===== src/rtl/cc_microseq_control.sv =====
// Microprogram sequencer: control-store address register (CSAR), incrementer,
// processor status register (PSR) and microaddress mux select decode.
// Optional trace counters are compiled in when CC_USEQ_TRACE_EN is defined.
module cc_microseq_control #(
  parameter int DATAWIDTH_ADDR = 11,
  parameter int DATAWIDTH_COND = 3,
  parameter int DATAWIDTH_SEL  = 2
) (
  input  logic                      CC_USEQ_CLOCK_50,
  input  logic                      CC_USEQ_RESET_InHigh,
  input  logic [DATAWIDTH_ADDR-1:0] CC_USEQ_Addr_InBUS,
  input  logic [DATAWIDTH_COND-1:0] CC_USEQ_Cond_InBUS,
  input  logic [3:0]                CC_USEQ_Flags_InBUS,
  input  logic                      CC_USEQ_FlagLoad_In,
  input  logic                      CC_USEQ_IR13_In,
  input  logic                      CC_USEQ_Hold_In,
  output logic [DATAWIDTH_ADDR-1:0] CC_USEQ_Addr_OutBUS,
  output logic [DATAWIDTH_ADDR-1:0] CC_USEQ_Next_OutBUS,
  output logic [DATAWIDTH_SEL-1:0]  CC_USEQ_Sel_OutBUS,
  output logic [3:0]                CC_USEQ_Psr_OutBUS
`ifdef CC_USEQ_TRACE_EN
  ,
  output logic [15:0]               CC_USEQ_Count_OutBUS,
  output logic                      CC_USEQ_Taken_Out
`endif
);

  // MIR COND field encodings
  typedef enum logic [DATAWIDTH_COND-1:0] {
    COND_NEXT   = 3'd0,
    COND_N      = 3'd1,
    COND_Z      = 3'd2,
    COND_V      = 3'd3,
    COND_C      = 3'd4,
    COND_IR13   = 3'd5,
    COND_JUMP   = 3'd6,
    COND_DECODE = 3'd7
  } cond_t;

  // Microaddress mux channel select
  typedef enum logic [DATAWIDTH_SEL-1:0] {
    SEL_NEXT   = 2'b00,
    SEL_JUMP   = 2'b01,
    SEL_DECODE = 2'b10
  } sel_t;

  // PSR bit positions within {n,z,v,c}
  localparam int PSR_N = 3;
  localparam int PSR_Z = 2;
  localparam int PSR_V = 1;
  localparam int PSR_C = 0;

  logic [DATAWIDTH_ADDR-1:0] csar_q, csar_d;
  logic [3:0]                psr_q, psr_d;
  cond_t                     cond;
  sel_t                      sel;

  assign cond = cond_t'(CC_USEQ_Cond_InBUS);

  // Select decode: branches test the registered PSR, so a same-cycle flag load is not visible
  always_comb begin
    sel = SEL_NEXT;
    case (cond)
      COND_NEXT:   sel = SEL_NEXT;
      COND_N:      sel = psr_q[PSR_N]   ? SEL_JUMP : SEL_NEXT;
      COND_Z:      sel = psr_q[PSR_Z]   ? SEL_JUMP : SEL_NEXT;
      COND_V:      sel = psr_q[PSR_V]   ? SEL_JUMP : SEL_NEXT;
      COND_C:      sel = psr_q[PSR_C]   ? SEL_JUMP : SEL_NEXT;
      COND_IR13:   sel = CC_USEQ_IR13_In ? SEL_JUMP : SEL_NEXT;
      COND_JUMP:   sel = SEL_JUMP;
      COND_DECODE: sel = SEL_DECODE;
      default:     sel = SEL_NEXT;
    endcase
  end

  // Next-state for CSAR (frozen while held) and PSR (loads independently of hold)
  always_comb begin
    csar_d = csar_q;
    psr_d  = psr_q;
    if (!CC_USEQ_Hold_In)    csar_d = CC_USEQ_Addr_InBUS;
    if (CC_USEQ_FlagLoad_In) psr_d  = CC_USEQ_Flags_InBUS;
  end

  // CSAR and PSR registers
  always_ff @(posedge CC_USEQ_CLOCK_50 or posedge CC_USEQ_RESET_InHigh) begin
    if (CC_USEQ_RESET_InHigh) begin
      csar_q <= '0;
      psr_q  <= '0;
    end else begin
      csar_q <= csar_d;
      psr_q  <= psr_d;
    end
  end

  assign CC_USEQ_Addr_OutBUS = csar_q;
  assign CC_USEQ_Next_OutBUS = csar_q + DATAWIDTH_ADDR'(1);
  assign CC_USEQ_Sel_OutBUS  = sel;
  assign CC_USEQ_Psr_OutBUS  = psr_q;

`ifdef CC_USEQ_TRACE_EN
  logic [15:0] count_q, count_d;
  logic        taken_q, taken_d;

  // Trace next-state: count CSAR loads, remember whether the load came from a non-Next channel
  always_comb begin
    count_d = count_q;
    taken_d = taken_q;
    if (!CC_USEQ_Hold_In) begin
      count_d = count_q + 16'd1;
      taken_d = (sel != SEL_NEXT);
    end
  end

  // Trace registers
  always_ff @(posedge CC_USEQ_CLOCK_50 or posedge CC_USEQ_RESET_InHigh) begin
    if (CC_USEQ_RESET_InHigh) begin
      count_q <= '0;
      taken_q <= 1'b0;
    end else begin
      count_q <= count_d;
      taken_q <= taken_d;
    end
  end

  assign CC_USEQ_Count_OutBUS = count_q;
  assign CC_USEQ_Taken_Out    = taken_q;
`endif

endmodule


===== config.mk =====
export PLATFORM = sky130hd
export DESIGN_NAME = cc_microseq_control
export DESIGN_NICKNAME = d
export VERILOG_FILES = /design/src/rtl/cc_microseq_control.sv
export SDC_FILE = /design/constraint.sdc
export NUM_CORES = 1
export LEC_CHECK = 0
export ABC_AREA = 1
export CAP_MARGIN = 20
export CORE_MARGIN = 2
export CORE_UTILIZATION = 37
export DETAILED_ROUTE_END_ITERATION = 10
export PLACE_DENSITY = 0.78
export SLEW_MARGIN = 10
export SYNTH_ARGS = -nofsm -noshare
export SYNTH_HDL_FRONTEND = slang
export SYNTH_SLANG_ARGS = --single-unit

===== constraint.sdc =====
create_clock -name CC_USEQ_CLOCK_50 -period 1.2 [get_ports CC_USEQ_CLOCK_50]
set_input_delay 0.18 -clock CC_USEQ_CLOCK_50 [delete_from_list [all_inputs] [get_ports CC_USEQ_CLOCK_50]]
set_output_delay 0.18 -clock CC_USEQ_CLOCK_50 [all_outputs]
set_load 0.005 [all_outputs]

## Word-level counts from Yosys, hierarchy flattened

Cells that the tools add are included.

| word-level totals | value |
|---|---|
| input bits | 23 |
| register bits after elaboration | 15 |
| output and inout bits | 28 |
| word-level logic and storage cells | 17 |

| operators by class | value |
|---|---|
| equality and inequality tests | 7 |
| add/subtract/negate cells | 1 |
| multiplexer cells | 6 |
| reduce and logical (&&, ||, !) cells | 1 |

Operator list:

| operator | number |
|---|---|
| 2-bit one-hot mux with 8 select lines | 1 |
| 3-bit equality test, second input constant | 4 |
| 11-bit by 1-bit adder with 11-bit output, second input constant | 1 |
| 3-bit by 2-bit equality test with 1-bit output, second input constant | 2 |
| 1-bit 2-to-1 mux | 5 |
| 3-bit by 1-bit equality test with 1-bit output, second input constant | 1 |
| 3-bit logical NOT | 1 |

## Logic depth before layout (Yosys ltp)

| logic depth | value |
|---|---|
| depth in word-level cells | 2 |
| gate-level depth with buffers | 6 |
| mapped depth without buffers | 6 |

## Worst setup path before layout

No wires, ideal clock.

| timing path | value |
|---|---|
| path kind | flip-flop to output port |
| start | reg csar_q[0] (netlist: CC_USEQ_Addr_OutBUS[0]) |
| end | out CC_USEQ_Next_OutBUS[6] |
| stages on the path, launching flop included | 6 |
| required time | 1.020 ns |
| arrival | 1.018 ns |
| buffers on the path | 0 |
| path slack | 0.002 ns |
| cell sequence | dfrtp_1 > ha_1 > nand2_1 > inv_1 > nand2_1 > xor2_1 |

| on the way | value |
|---|---|
| cells in the longest elaborated chain, start to end | 1 |

Ends and longest elaborated chain:

| item | line | source |
|---|---|---|
| start: declaration | 53 | `logic [DATAWIDTH_ADDR-1:0] csar_q, csar_d;` |
| start signal: assignment | 90 | `csar_q <= csar_d;` |
| 11-bit by 1-bit adder with 11-bit output | 96 | `assign CC_USEQ_Next_OutBUS = csar_q + DATAWIDTH_ADDR'(1);` |
| end: declaration | 18 | `output logic [DATAWIDTH_ADDR-1:0] CC_USEQ_Next_OutBUS,` |

No other way between the ends.

## Worst setup path in the final report

Ends and elaborated chain as after synthesis.

==> qor.csv <==
stage;metric;value;unit
layout;antenna_cells;0;
grt;gr-total-overflow;0;
detailed_routing;drt-vias-per-instance;4.70;
die;ios;51;
yosys;netlist_instances;107;
yosys;yosysTopAreaCell;dfrtp_1;
die;rows;17;
critical_path;required;1020;ps
detailed_routing;met2_length;1530;um
die;start_util;0.390;
run_status;violations;setup timing;
placed_design;hpwl;1910;um
power;irDropWorstVdd;0.746;mV
critical_path;r2r_start;CC_USEQ_Addr_OutBUS[2];
detailed_routing;top_layer_used;met4;
clocking;cts_max_level;1;
die;core_area;0.00219;mm2
sta;rsz0062_at_grt;yes;
clocking;cts_tree;yes;
grt;grt_pass1_wl;4430;um
min_path;hp-class;in2async;
grt;antenna_found_initial;0;
critical_path;cp_cell_sequence;ha_2 > nand2_2 > inv_4 > nand2_2 > xor2_1 > buf_2;
layout;utilization;0.771;
yosys;syn_area;855;um2
yosys;synth-adder-area-share;0.0146;
sta;fin_crit_sh;1.29;
yosys;synthXorXnorAreaFrac;0.0512;
sta;layout_min_cycle_time;1540;ps
critical_path;crit_end;CC_USEQ_Next_OutBUS[6];
sta;final-setup-viol-count;15;
clocking;numCtsBuffers;3;
grt;grt_usage;0.226;
yosys;synth_mux_area_frac;0.0791;
power;p_leak;0.000856;uW
detailed_routing;drt-met1-wl;979;um
critical_path;critPathKind;reg2out;
placed_design;gp_congestion;0.745;
yosys;ys_seq_elements;15;
clocking;cts_root_buf;clkbuf_4;
die;die_y;52.1;um
critical_path;slowest_delay;410;ps
clocking;cts_buffer_depth;2;
die;die_x;52.1;um
detailed_routing;met3_length;250;um
yosys;ys_top_cells_by_area;dfrtp_1, nand2_1, mux2_2, inv_1, nor2_1;
power;total_power;1550;uW
grt;grt_pass1_vias;1057;
yosys;synth_compound_area_frac;0.0527;
critical_path;rr_worst_depth;4;
critical_path;cp-start-kind;flip-flop;
sta;final-hold-violation-count;0;
critical_path;crit_start;CC_USEQ_Addr_OutBUS[0];
sta;tightest_slew;246;ps
clocking;cts_sinks;15;
clocking;clkTransAtPathRegs;90;ps
yosys;synthSimpleGateAreaFrac;0.275;
detailed_routing;via_count;1043;
critical_path;slowest_stage;dfrtp_1;
sta;fin_tns_setup;-3420;ps
clocking;clkLatencyLatePin;280;ps
yosys;synth_nets;131;
detailed_routing;routed_wl;2800;um
detailed_routing;post-route-drc-count;0;
detailed_routing;firstDrtPassIters;4;
run_status;status;complete, but fails checks;
grt;grt_max_degree;16;
placed_design;dp_worst_setup_slack;-509;ps
critical_path;crit_top_cell;nand2_2;
layout;drive_gt1_frac;0.495;
critical_path;end_kind;primary output;
power;p_per_area;915;mW/mm2
sta;fin_ws;-342;ps
critical_path;crit_path_max_fanout;4;
layout;fin_nets;219;
yosys;synth_top_area_share;0.439;
sta;drv_slew;0;
layout;fillers;148;
placed_design;portBuffers;50;
detailed_routing;drtIter0Drc;15;
yosys;syn_area_per_cell;7.99;um2
critical_path;rrSetupSlack;10;ps
critical_path;worstPathArrival;1360;ps
sta;hold_ws;184;ps
layout;synthToLayoutAreaGrowth;97.7;%
detailed_routing;ant_nets;0;
die;die_area;0.00271;mm2
yosys;synth_top_family_by_area;simple AND/OR/NAND/NOR gates;
yosys;ys_seq_area_frac;0.439;
yosys;synth_ff_type;dfrtp_1;
sta;clock.fmax;0.648;GHz
yosys;async_flop_share;1.00;
yosys;synth_cell_types;16;
yosys;yosysWarnings;0;
sta;fin_skew;0;ps
run;max_cap_viol_count;0;
detailed_routing;wl_per_cell;12.6;um
critical_path;reg2reg_to;CC_USEQ_Addr_OutBUS[2];
yosys;synth_edf_count;0;
sta;slew_headroom;0.836;
worst max-delay path: cells and delay by family (launching register included):
kind / cells / cell delay, ps
xor+xnor: 1 / 130
fa+ha+maj: 1 / 200
buf+inv: 2 / 180
flops: 1 / 410
simple gates: 2 / 160
cells by family after synthesis:
family | after synthesis
xor gates and xnor gates | 5
AOI/OAI and AO/OA | 9
buffers and inverters | 18
and+or+nand+nor | 53
muxes | 6
DFF | 15
adders and majority gates | 1
cells in the final DEF, fill, tap and decap left out, types with 4 or more instances in the layout:
cell type	n
clkbuf_2	4
inv_1	10
xor2_1	5
inv_2	4
a21oi_1	8
dfrtp_1	14
buf_4	24
nor2_1	10
nand3_2	6
nand2_2	4
buf_6	17
nor2_2	4
clkdlybuf4s50_1	20
nand3_1	4
nand2_1	17
mux2_2	6
buf_2	15
state kept, by name (all words and copies together) (netlist names):
signal	cells
CC_USEQ_Psr_OutBUS	4
CC_USEQ_Addr_OutBUS	11
routing by layer:
metal	vias to the layer above	global-route usage
met5	-	0
met4	0	0.0921
met3	6	0.0632
met2	45	0.416
met1	477	0.239
li1	515	-
synthesized netlist by cell type, types with 2 or more instances:
cell	instances
a21oi_1	8
buf_4	2
dfrtp_1	15
inv_1	16
mux2_2	6
nand2_1	21
nand3_1	10
nand4_1	3
nor2_1	14
nor2_2	2
xor2_1	5
report_power, final:
part	leakage (uW)	switching, uW	internal, uW
registers	0.000170	44.6	553
logic	0.000671	266	384
clock network	0.0000150	169	129
total	0.000856	480	1070
area by class of cell:
cell class | count | area (um2) | share of cell area
tap | 28 | 35.0 | 0.0207
sequential | 15 | 377 | 0.223
clock buffer | 4 | 26.3 | 0.0156
timing repair buffer | 85 | 714 | 0.423
inverter | 16 | 65.1 | 0.0385
multi-input combinational | 74 | 472 | 0.279
metrics by stage:
stage / instance area [um2] / instances
CTS: 1680 / 222
global placement: 1560 / 207
floorplan: 855 / 107
global route: 1690 / 222
finish: 1690 / 222
detailed placement: 1560 / 207
worst min-delay path by stage:
stage / to / cells past startpoint / slack (ps) / startpoint
6_report: CC_USEQ_Psr_OutBUS[3] / 3 / 180 / CC_USEQ_RESET_InHigh
5_1_grt: CC_USEQ_Psr_OutBUS[1] / 3 / 190 / CC_USEQ_RESET_InHigh
4_1_cts: CC_USEQ_Addr_OutBUS[0] / 3 / 180 / CC_USEQ_RESET_InHigh
3_5_place_dp: CC_USEQ_Psr_OutBUS[2] / 3 / 500 / CC_USEQ_RESET_InHigh
3_3_place_gp: CC_USEQ_Addr_OutBUS[6] / 3 / 500 / CC_USEQ_RESET_InHigh
2_1_floorplan: CC_USEQ_Addr_OutBUS[0] / 1 / 80 / CC_USEQ_RESET_InHigh
repair_timing:
item	in CTS	in global routing
pin swaps	14	5
hold buffers	0	0
gates resized for setup	133	17
setup buffers	13	3
endpoints found under the setup margin	28	20
(Power assumes the default switching activity.)
